<file path="config.mk">
export PLATFORM = sky130hd
export DESIGN_NAME = cla_wide_add_seq
export DESIGN_NICKNAME = d
export VERILOG_FILES = /design/src/rtl/cla_seq_pkg.sv /design/src/rtl/cla_wide_add_seq_slice.sv /design/src/rtl/cla_wide_add_seq.sv
export SDC_FILE = /design/constraint.sdc
export NUM_CORES = 1
export LEC_CHECK = 0
export CORE_UTILIZATION = 45
export DETAILED_ROUTE_END_ITERATION = 10
export GPL_ROUTABILITY_DRIVEN = 0
export GPL_TIMING_DRIVEN = 0
export PLACE_DENSITY = 0.81
export REMOVE_ABC_BUFFERS = 1
export SYNTH_ARGS = -nofsm -noshare
export SYNTH_HDL_FRONTEND = slang
export SYNTH_SLANG_ARGS = --single-unit
</file>
<file path="constraint.sdc">
create_clock -name clk -period 2.6 [get_ports clk]
set_input_delay 0.52 -clock clk [delete_from_list [all_inputs] [get_ports clk]]
set_output_delay 0.52 -clock clk [all_outputs]
set_load 0.05 [all_outputs]
</file>
<file path="src/rtl/cla_seq_pkg.sv">
// ---------------------------------------------------------------------------
// cla_seq_pkg
// Shared definitions for the time-multiplexed wide carry-lookahead adder.
//   state_e      : sequencer states (IDLE / RUN / DONE)
//   DEF_WIDTH    : default operand width
//   DEF_SLICE    : default width of the shared CLA slice
//   nslice()     : number of slices needed for a given width
//   idx_width()  : bit width of the slice index counter
// ---------------------------------------------------------------------------
package cla_seq_pkg;

  typedef enum logic [1:0] {
    ST_IDLE = 2'd0,
    ST_RUN  = 2'd1,
    ST_DONE = 2'd2
  } state_e;

  localparam int DEF_WIDTH = 64;
  localparam int DEF_SLICE = 16;

  // Slice count; WIDTH is required to be an integer multiple of SLICE.
  function automatic int nslice(input int width, input int slice);
    return width / slice;
  endfunction

  // Index register width; never narrower than one bit.
  function automatic int idx_width(input int n);
    if (n <= 1) begin
      return 1;
    end else begin
      return $clog2(n);
    end
  endfunction

endpackage

</file>
<file path="src/rtl/cla_wide_add_seq_slice.sv">
// ---------------------------------------------------------------------------
// cla_slice_add
// Combinational SLICE-bit adder built from chained 4-bit carry-lookahead
// groups. Inside each group every carry is computed in two-level lookahead
// form from the group's generate/propagate terms; the group carry-out is
// formed from the group generate/propagate and feeds the next group.
// Ports:
//   a, b   : SLICE-bit addends
//   cin    : carry into bit 0
//   s      : SLICE-bit sum
//   cout   : carry out of bit SLICE-1
//   c_msb  : carry into bit SLICE-1 (used for signed overflow detection)
// ---------------------------------------------------------------------------
module cla_slice_add #(
  parameter int SLICE = 16
) (
  input  logic [SLICE-1:0] a,
  input  logic [SLICE-1:0] b,
  input  logic             cin,
  output logic [SLICE-1:0] s,
  output logic             cout,
  output logic             c_msb
);

  localparam int NGRP = SLICE / 4;

  logic [3:0] gg;
  logic [3:0] pp;
  logic [4:0] cc;
  logic       grp_g;
  logic       grp_p;
  logic       carry_v;

  // Group-by-group lookahead; carry_v walks the inter-group chain.
  always_comb begin
    gg      = 4'b0000;
    pp      = 4'b0000;
    cc      = 5'b00000;
    grp_g   = 1'b0;
    grp_p   = 1'b0;
    carry_v = cin;
    s       = '0;
    c_msb   = 1'b0;
    for (int gi = 0; gi < NGRP; gi++) begin
      gg    = a[gi*4 +: 4] & b[gi*4 +: 4];
      pp    = a[gi*4 +: 4] ^ b[gi*4 +: 4];
      cc[0] = carry_v;
      cc[1] = gg[0] | (pp[0] & cc[0]);
      cc[2] = gg[1] | (pp[1] & gg[0]) | (pp[1] & pp[0] & cc[0]);
      cc[3] = gg[2] | (pp[2] & gg[1]) | (pp[2] & pp[1] & gg[0])
            | (pp[2] & pp[1] & pp[0] & cc[0]);
      grp_g = gg[3] | (pp[3] & gg[2]) | (pp[3] & pp[2] & gg[1])
            | (pp[3] & pp[2] & pp[1] & gg[0]);
      grp_p = &pp;
      cc[4] = grp_g | (grp_p & cc[0]);
      s[gi*4 +: 4] = pp ^ cc[3:0];
      if (gi == NGRP - 1) begin
        c_msb = cc[3];
      end else begin
        c_msb = c_msb;
      end
      carry_v = cc[4];
    end
    cout = carry_v;
  end

endmodule

</file>
<file path="src/rtl/cla_wide_add_seq.sv">
// ---------------------------------------------------------------------------
// cla_wide_add_seq
// WIDTH-bit add/subtract performed over NSLICE clocks by one shared SLICE-bit
// carry-lookahead slice, least significant slice first, with the carry
// registered between slices.
// Ports:
//   clk, rst            : clock (rising edge), synchronous active-high reset
//   in_valid / in_ready : operand handshake (accepted only in IDLE)
//   op_a, op_b, sub     : operands; sub = 1 computes A - B
//   out_valid/out_ready : result handshake (result held in DONE)
//   sum, carry_out      : result and carry out of the MSB (sub: 1 = no borrow)
//   overflow            : two's-complement signed overflow
//   op_count            : completed-operation counter, present only when
//                         CLA_WIDE_ADD_STATS_EN is defined
// ---------------------------------------------------------------------------
module cla_wide_add_seq
  import cla_seq_pkg::*;
#(
  parameter int WIDTH = DEF_WIDTH,
  parameter int SLICE = DEF_SLICE
) (
  input  logic             clk,
  input  logic             rst,
  input  logic             in_valid,
  output logic             in_ready,
  input  logic [WIDTH-1:0] op_a,
  input  logic [WIDTH-1:0] op_b,
  input  logic             sub,
  output logic             out_valid,
  input  logic             out_ready,
  output logic [WIDTH-1:0] sum,
  output logic             carry_out,
  output logic             overflow
`ifdef CLA_WIDE_ADD_STATS_EN
  ,
  output logic [15:0]      op_count
`endif
);

  localparam int NSLICE = nslice(WIDTH, SLICE);
  localparam int IDX_W  = idx_width(NSLICE);
  localparam logic [IDX_W-1:0] IDX_LAST = IDX_W'(NSLICE - 1);

  state_e             state_q, state_d;
  logic [IDX_W-1:0]   idx_q, idx_d;
  logic               carry_q, carry_d;
  logic [WIDTH-1:0]   a_q, a_d;
  logic [WIDTH-1:0]   b_q, b_d;
  logic [WIDTH-1:0]   sum_q, sum_d;
  logic               cout_q, cout_d;
  logic               ovf_q, ovf_d;
  logic               in_ready_q, in_ready_d;
  logic               out_valid_q, out_valid_d;
  logic               last_s;
  logic [SLICE-1:0]   slice_sum_s;
  logic               slice_cout_s;
  logic               slice_cmsb_s;

  // The operand registers are shifted right by SLICE every RUN cycle, so the
  // active slice always sits in the low bits; no variable part-select needed.
  cla_slice_add #(
    .SLICE (SLICE)
  ) u_slice (
    .a     (a_q[SLICE-1:0]),
    .b     (b_q[SLICE-1:0]),
    .cin   (carry_q),
    .s     (slice_sum_s),
    .cout  (slice_cout_s),
    .c_msb (slice_cmsb_s)
  );

  assign last_s = (idx_q == IDX_LAST);

  // State register.
  always_ff @(posedge clk) begin
    if (rst) begin
      state_q <= ST_IDLE;
    end else begin
      state_q <= state_d;
    end
  end

  // Next-state logic.
  always_comb begin
    state_d = state_q;
    case (state_q)
      ST_IDLE: begin
        if (in_valid) begin
          state_d = ST_RUN;
        end else begin
          state_d = ST_IDLE;
        end
      end
      ST_RUN: begin
        if (last_s) begin
          state_d = ST_DONE;
        end else begin
          state_d = ST_RUN;
        end
      end
      ST_DONE: begin
        if (out_ready) begin
          state_d = ST_IDLE;
        end else begin
          state_d = ST_DONE;
        end
      end
      default: state_d = ST_IDLE;
    endcase
  end

  // Handshake outputs are registered, so they are derived from the next state.
  always_comb begin
    in_ready_d  = 1'b0;
    out_valid_d = 1'b0;
    case (state_d)
      ST_IDLE: in_ready_d  = 1'b1;
      ST_RUN:  in_ready_d  = 1'b0;
      ST_DONE: out_valid_d = 1'b1;
      default: in_ready_d  = 1'b0;
    endcase
  end

  // Datapath next values: operand capture, slice stepping, result latch.
  always_comb begin
    idx_d   = idx_q;
    carry_d = carry_q;
    a_d     = a_q;
    b_d     = b_q;
    sum_d   = sum_q;
    cout_d  = cout_q;
    ovf_d   = ovf_q;
    case (state_q)
      ST_IDLE: begin
        if (in_valid) begin
          a_d     = op_a;
          b_d     = op_b ^ {WIDTH{sub}};
          carry_d = sub;
          idx_d   = '0;
        end else begin
          idx_d   = idx_q;
        end
      end
      ST_RUN: begin
        // Slice results enter at the top and move down; after NSLICE steps
        // slice k occupies sum[k*SLICE +: SLICE].
        sum_d   = {slice_sum_s, sum_q[WIDTH-1:SLICE]};
        a_d     = {{SLICE{1'b0}}, a_q[WIDTH-1:SLICE]};
        b_d     = {{SLICE{1'b0}}, b_q[WIDTH-1:SLICE]};
        carry_d = slice_cout_s;
        if (last_s) begin
          cout_d = slice_cout_s;
          ovf_d  = slice_cout_s ^ slice_cmsb_s;
          idx_d  = idx_q;
        end else begin
          idx_d  = idx_q + {{(IDX_W-1){1'b0}}, 1'b1};
        end
      end
      ST_DONE: begin
        idx_d = idx_q;
      end
      default: begin
        idx_d = '0;
      end
    endcase
  end

  // Datapath and handshake registers.
  always_ff @(posedge clk) begin
    if (rst) begin
      idx_q       <= '0;
      carry_q     <= 1'b0;
      a_q         <= '0;
      b_q         <= '0;
      sum_q       <= '0;
      cout_q      <= 1'b0;
      ovf_q       <= 1'b0;
      in_ready_q  <= 1'b1;
      out_valid_q <= 1'b0;
    end else begin
      idx_q       <= idx_d;
      carry_q     <= carry_d;
      a_q         <= a_d;
      b_q         <= b_d;
      sum_q       <= sum_d;
      cout_q      <= cout_d;
      ovf_q       <= ovf_d;
      in_ready_q  <= in_ready_d;
      out_valid_q <= out_valid_d;
    end
  end

  assign in_ready  = in_ready_q;
  assign out_valid = out_valid_q;
  assign sum       = sum_q;
  assign carry_out = cout_q;
  assign overflow  = ovf_q;

`ifdef CLA_WIDE_ADD_STATS_EN
  logic [15:0] op_count_q, op_count_d;

  // Count completed result handshakes; wraps naturally at 16 bits.
  always_comb begin
    if (out_valid_q && out_ready) begin
      op_count_d = op_count_q + 16'd1;
    end else begin
      op_count_d = op_count_q;
    end
  end

  // Counter register.
  always_ff @(posedge clk) begin
    if (rst) begin
      op_count_q <= 16'd0;
    end else begin
      op_count_q <= op_count_d;
    end
  end

  assign op_count = op_count_q;
`endif

endmodule

</file>
==> flow_metrics.tcl, run 1 <==
set metrics [dict create \
    fin_crit_ns 2.45 \
    fp.dieArea_um2 20000 \
    layout.nets 1364 \
    max_freq_ghz 0.408 \
    root_buffer "clkbuf_16" \
    grt_overflow 0 \
    ir_worst_vdd_v 0.000418 \
    period_share_pct 94.2 \
    clk_latency_ns 0.50 \
    grt_pass1_vias 7380 \
    io_buffers 200 \
    hpwlAfterDp_mm 14.8 \
    yosysSeqAreaShare_pct 46.0 \
    worstPathMaxFanout 3 \
    synthArstFlopShare_pct 0 \
    clk_pin_slew_ns 0.06 \
    pwr_density_cell_nw_per_um2 667 \
    numCtsBuffers 22 \
    p_int_mw 5.82 \
    syn_inst 1058 \
    skew_ns 0.0164 \
    die_w_um 141 \
    syn_avg_cell_area_um2 8.26 \
    switchingPower_mw 2.09 \
    track_usage_pct 22.3 \
    antenna_left 0 \
    ios 201 \
    vias 7785 \
    layout-drive-gt1-share_pct 6.93 \
    drtIter0Drc 388 \
    finalSetupViolations 0 \
    tightest_slew_ns 0.967 \
    synth_edf_count 0 \
    die_h_um 141 \
    postCtsHoldBufs 0 \
    outcome "finished clean" \
    antenna_found_initial 0 \
    cp-start-kind "register" \
    design_area_um2 11900 \
    netlist_area_um2 8740 \
    cp_data_required_time_ns 3.01 \
    hp-class "reg -> reg" \
    first_pass_iters 5 \
    fp-row-count 50 \
    yosys_warnings 0 \
    initial_core_util_pct 46.3 \
    layout-area-overhead-vs-synth_pct 35.9 \
    leakagePower_nw 4.41 \
    synth.distinct_cells 40 \
    synth_top_flop_cell "dfxtp_1" \
    design.core.area_um2 18900 \
    relSlewSlack_pct 35.5 \
    grt_pass1_wl_mm 36.4 \
    wl_per_cell_um 15.1 \
    switching_share_pct 26.4 \
    crit_type "reg -> reg" \
    seqPwrFrac_pct 43.3 \
    grt_max_degree 95 \
    pwr-share-clk_pct 39.9 \
    wl_mm 22.4 \
    cts_tree "built" \
    place_area_um2 11000 \
    clkSinkCount 201 \
    ys_ff_latch 201 \
    cts_max_path_buffers 3 \
    comb_power_share_pct 16.8 \
    synth_top_area_cell "dfxtp_1" \
    preCtsSetupSlack_ns -2.02 \
    synth_top_area_share_pct 46.0 \
    fin_ws_ns 0.151 \
    cp.arrival_ns 2.86 \
    n_antenna_cell 0 \
    rsz0062_at_grt "no" \
    endpoint_kind "register" \
    htree_levels 1 \
    slew_violations 0 \
    route.detailed.drc 0 \
    synth_area_leaders "dfxtp_1 (46%), a21oi_1 (8.5%), nand2_1 (7.1%)" \
    vias_per_cell 5.24 \
    hold_viol 0 \
    drv_cap 0 \
]
==> power by group through the flow <==
stage | logic [mW] | registers (mW) | clock network (mW)
after floorplan | 0.641 | 3.54 | 0
after global placement | 1.25 | 3.48 | 0
after detailed placement | 1.30 | 3.49 | 0
after CTS | 1.33 | 3.43 | 3.22
after global routing | 1.46 | 3.45 | 3.34
final | 1.33 | 3.43 | 3.16
==> sequential cells by signal, summed over array words and instances (netlist names) <==
register	cells
idx_q	2
overflow	1
in_ready	1
carry_q	1
b_q	64
out_valid	1
sum	64
a_q	64
state_q	2
carry_out	1
==> kinds of logic (layout without fill, tap and decap cells) <==
family / count (synthesis) / count (layout) / synth area share [%]
muxes: 2 / 2 / 0.229
AOI/OAI and AO/OA: 303 / 303 / 22.5
and+or+nand+nor: 326 / 328 / 14.5
adders and majority gates: 21 / 21 / 3.35
xor gates and xnor gates: 76 / 76 / 7.62
buffers and inverters: 129 / 295 / 5.67
DFF: 201 / 201 / 46.0
==> path summary, 6_finish.rpt <==
check | start | to | slack [ns] | cells after the start
setup / recovery | a_q[4] | sum[61] | 0.15 | 9
hold / removal | b_q[27] | b_q[11] | 0.44 | 2
setup reg to reg | a_q[4] | sum[61] | 0.15 | 9
hold reg to reg | b_q[27] | b_q[11] | 0.44 | 2
==> per-stage QoR <==
| stage | hold slack (ns) | util, % | setup TNS, ns | total power [mW] | instances |
|---|---|---|---|---|---|
| 6_report | 0.444 | 62.9 | 0 | 7.92 | 1486 |
| 5_1_grt | 0.465 | 62.9 | 0 | 8.25 | 1486 |
| 4_1_cts | 0.449 | 62.7 | 0 | 7.97 | 1486 |
| 2_1_floorplan | 0.426 | - | -936.29 | 4.19 | 971 |
| 3_3_place_gp | 0.436 | 56.8 | -2179.53 | 4.73 | 1431 |
| 3_5_place_dp | 0.441 | 58.2 | -281.14 | 4.79 | 1442 |
==> layout by cell type (no fill, tap or decap), types with 5 or more instances in the layout <==
cell,count
a211oi_1,37
a21oi_1,148
a221oi_1,17
a22oi_1,65
buf_12,7
clkbuf_16,23
clkdlybuf4s50_1,198
dfxtp_1,192
dfxtp_2,5
ha_1,11
ha_4,6
inv_1,40
nand2_1,164
nor2_1,129
nor3_1,19
o22ai_1,16
xnor2_1,24
xor2_1,52
==> layout make-up <==
type | count | area, um^2
Multi-Input combinational cell | 730 | 4340
Sequential cell | 201 | 4050
Clock buffer | 31 | 646
Inverter | 42 | 163
Timing Repair Buffer | 213 | 2250
Tap cell | 260 | 325
Clock inverter | 9 | 103
Fill cell | 1676 | 7010
==> worst max-delay path, cell delays in order (launching register included) <==
cell and delay, ns:
dfxtp_4 0.36, ha_4 0.25, a21o_2 0.18, a221o_1 0.33
a31o_4 0.24, a41oi_4 0.22, inv_1 0.08, fa_2 0.35
xnor2_1 0.14, a211oi_1 0.20
==> cell usage after synthesis (2+ instances only) <==
library cell and n:
o22ai_1 16, a221oi_1 17, a211oi_1 37, a21oi_1 148, a21o_2 3, ha_1 17, dfxtp_1 201, buf_2 9
nor3_1 19, a311oi_1 2, clkbuf_1 64, nand2_1 166, and3_1 2, xor2_1 52, a22oi_1 65, a221o_1 2
fa_1 4, buf_1 14, xnor2_1 24, nor2b_1 2, mux2i_1 2, inv_1 40, a22o_1 4, nor2_1 132
==> what timing repair did <==
action	in CTS	in global routing
setup buffers	2	0
pin swaps	4	2
gates cloned	2	0
endpoints found under the setup margin	200	31
resized for setup	14	9
==> per-layer routing <==
layer  wire length (um)  vias up  track usage (%)
li1                   -     3914                -
met1               9850     3604             28.9
met2              11000      233             38.9
met3               1070       34             3.04
met4                462        0             5.95
met5                  0        -                0
Note: power is estimated with default switching activity, not from simulation.
==> inputs of run 2 (changes only) <==
--- a/config.mk
+++ b/config.mk
@@ -5,7 +5,9 @@
 export SDC_FILE = /design/constraint.sdc
 export NUM_CORES = 1
 export LEC_CHECK = 0
+export CAP_MARGIN = 30
 export CORE_UTILIZATION = 45
+export CTS_CLUSTER_DIAMETER = 150
 export DETAILED_ROUTE_END_ITERATION = 10
 export GPL_ROUTABILITY_DRIVEN = 0
 export GPL_TIMING_DRIVEN = 0
==> flow_metrics.tcl, run 2 (same netlist as run 1, synthesis figures left out) <==
set metrics [dict create \
    design_area_um2 12000 \
    grt_pass1_wl_mm 36.4 \
    pwr_density_cell_nw_per_um2 679 \
    fin_ws_ns 0.0804 \
    num-fill-cells 1664 \
    pwr-share-clk_pct 41.4 \
    crit_family "compound AO/OA/AOI/OAI gates" \
    cts_max_path_buffers 3 \
    hold_viol 0 \
    htree_levels 1 \
    design.core.area_um2 18900 \
    route.met3.wl_mm 1.00 \
    crit_type "reg -> reg" \
    first_pass_iters 5 \
    switching_share_pct 25.9 \
    drtIter0Drc 405 \
    vias_per_cell 5.28 \
    fin_tns_setup_ns 0 \
    grt_overflow 0 \
    comb_power_share_pct 16.6 \
    root_buffer "clkbuf_16" \
    clk_pin_slew_ns 0.06 \
    postCtsHoldBufs 0 \
    outcome "finished clean" \
    tightest_slew_ns 0.969 \
    skew_ns 0.0123 \
    p_int_mw 6.04 \
    final_cell_mix "clkdlybuf4s50_1 (198), dfxtp_1 (195), nand2_1 (164)" \
    fp-row-count 50 \
    die_h_um 141 \
    top_layer "met4" \
    switchingPower_mw 2.11 \
    total_power_mw 8.15 \
    wl_per_cell_um 15.1 \
    slowest_delay_ns 0.38 \
    n_antenna_cell 0 \
    wl_met1_mm 10.1 \
    cp-start-kind "register" \
    seqPwrFrac_pct 42.0 \
    antenna_left 0 \
    hpwlAfterDp_mm 14.9 \
    worstPathMaxFanout 4 \
    leakagePower_nw 4.48 \
    setup.worst_path.start "b_q[0]" \
    place_area_um2 11000 \
    multi_input_area_um2 4340 \
    track_usage_pct 22.4 \
    wl_mm 22.6 \
    max_freq_ghz 0.397 \
    cp_cell_sequence "ha_1 -> a21o_2 -> a22o_4 -> a31o_4 -> a41oi_4 -> inv_1 -> fa_1 -> xnor2_1 -> a211oi_1" \
    die_w_um 141 \
    endpoint_kind "register" \
    layout.nets 1368 \
    layout-drive-gt1-share_pct 7.07 \
    antenna_found_initial 0 \
    finalSetupViolations 0 \
    ios 201 \
    layout-area-overhead-vs-synth_pct 37.3 \
    route.met2.wl_mm 10.9 \
    dp.cells 1444 \
    clkSinkCount 201 \
    fin_crit_ns 2.52 \
    hp-start "b_q[21]" \
    cp.arrival_ns 2.93 \
    clk_latency_ns 0.50 \
    final_cells 1490 \
    drv_cap 0 \
    cp_data_required_time_ns 3.01 \
    cts_tree "built" \
    period_share_pct 96.9 \
    slew_violations 0 \
    vias 7869 \
    hp-class "reg -> reg" \
    relSlewSlack_pct 35.4 \
    crit_path_top_delay_cell "fa_1" \
    grt_pass1_vias 7307 \
    route.detailed.drc 0 \
    worstReg2RegStart "b_q[0]" \
    ir_worst_vdd_v 0.000409 \
    final-seq-area_um2 4040 \
    critPathBufInv 1 \
    fp.dieArea_um2 20000 \
    io_buffers 200 \
    layout_commonest_cell "clkdlybuf4s50_1" \
    initial_core_util_pct 46.3 \
    preCtsSetupSlack_ns -1.43 \
    numCtsBuffers 22 \
    grt_max_degree 95 \
]
## run 2: changes by cell type in the layout (fill, tap and decap cells not counted), sizes merged
| cell | delta |
|---|---|
| buf | +4 |
| bufinv | +1 |
| clkbuf | +2 |
| clkinvlp | -1 |
| clkinv | -2 |
## run 2: worst paths after layout
| kind | depth (start not counted) | endpoint | slack, ns |
|---|---|---|---|
| max | 9 | sum[61] | 0.08 |
| min | 2 | b_q[5] | 0.45 |
| max reg2reg | 9 | sum[61] | 0.08 |
| min reg2reg | 2 | b_q[5] | 0.45 |
## run 2: through the flow
stage	utilization (%)	hold slack (ns)
after global routing	63.5	0.467
after global placement	56.8	0.436
after floorplan	-	0.426
after CTS	63.0	0.448
after detailed placement	58.5	0.443
final	63.5	0.450
## run 2: layer usage
metal	up-vias	global-route usage, %
li1	3930	-
met1	3688	29.3
met2	212	38.1
met3	39	2.94
met4	0	7.27
met5	-	0
## run 2: layout make-up
class	instances	area share (%)
tap	260	2.71
multi-input combinational	730	36.2
inverter	42	1.36
timing repair buffer	217	19.4
clock inverter	7	0.959
sequential	201	33.6
clock buffer	33	5.78
## run 2: worst register-to-register path: stages (launching register included)
cell	delay, ns
dfxtp_1	0.37
ha_1	0.24
a21o_2	0.23
a22o_4	0.26
a31o_4	0.28
a41oi_4	0.23
inv_1	0.08
fa_1	0.38
xnor2_1	0.14
a211oi_1	0.23
## run 2: timing repair
item | 4_1_cts | 5_1_grt
pin swaps | 3 | 1
endpoints found under the setup margin | 183 | 32
buffers inserted | 1 | 3
gates cloned | 2 | 0
resized for setup | 7 | 10
## run 2: power groups by stage
stage                     combinational, mW  clock (mW)  sequential, mW
after floorplan                       0.641           0            3.54
after global placement                 1.25           0            3.48
after detailed placement               1.32           0            3.48
after CTS                              1.33        3.44            3.41
after global routing                   1.48        3.57            3.44
final                                  1.35        3.38            3.42
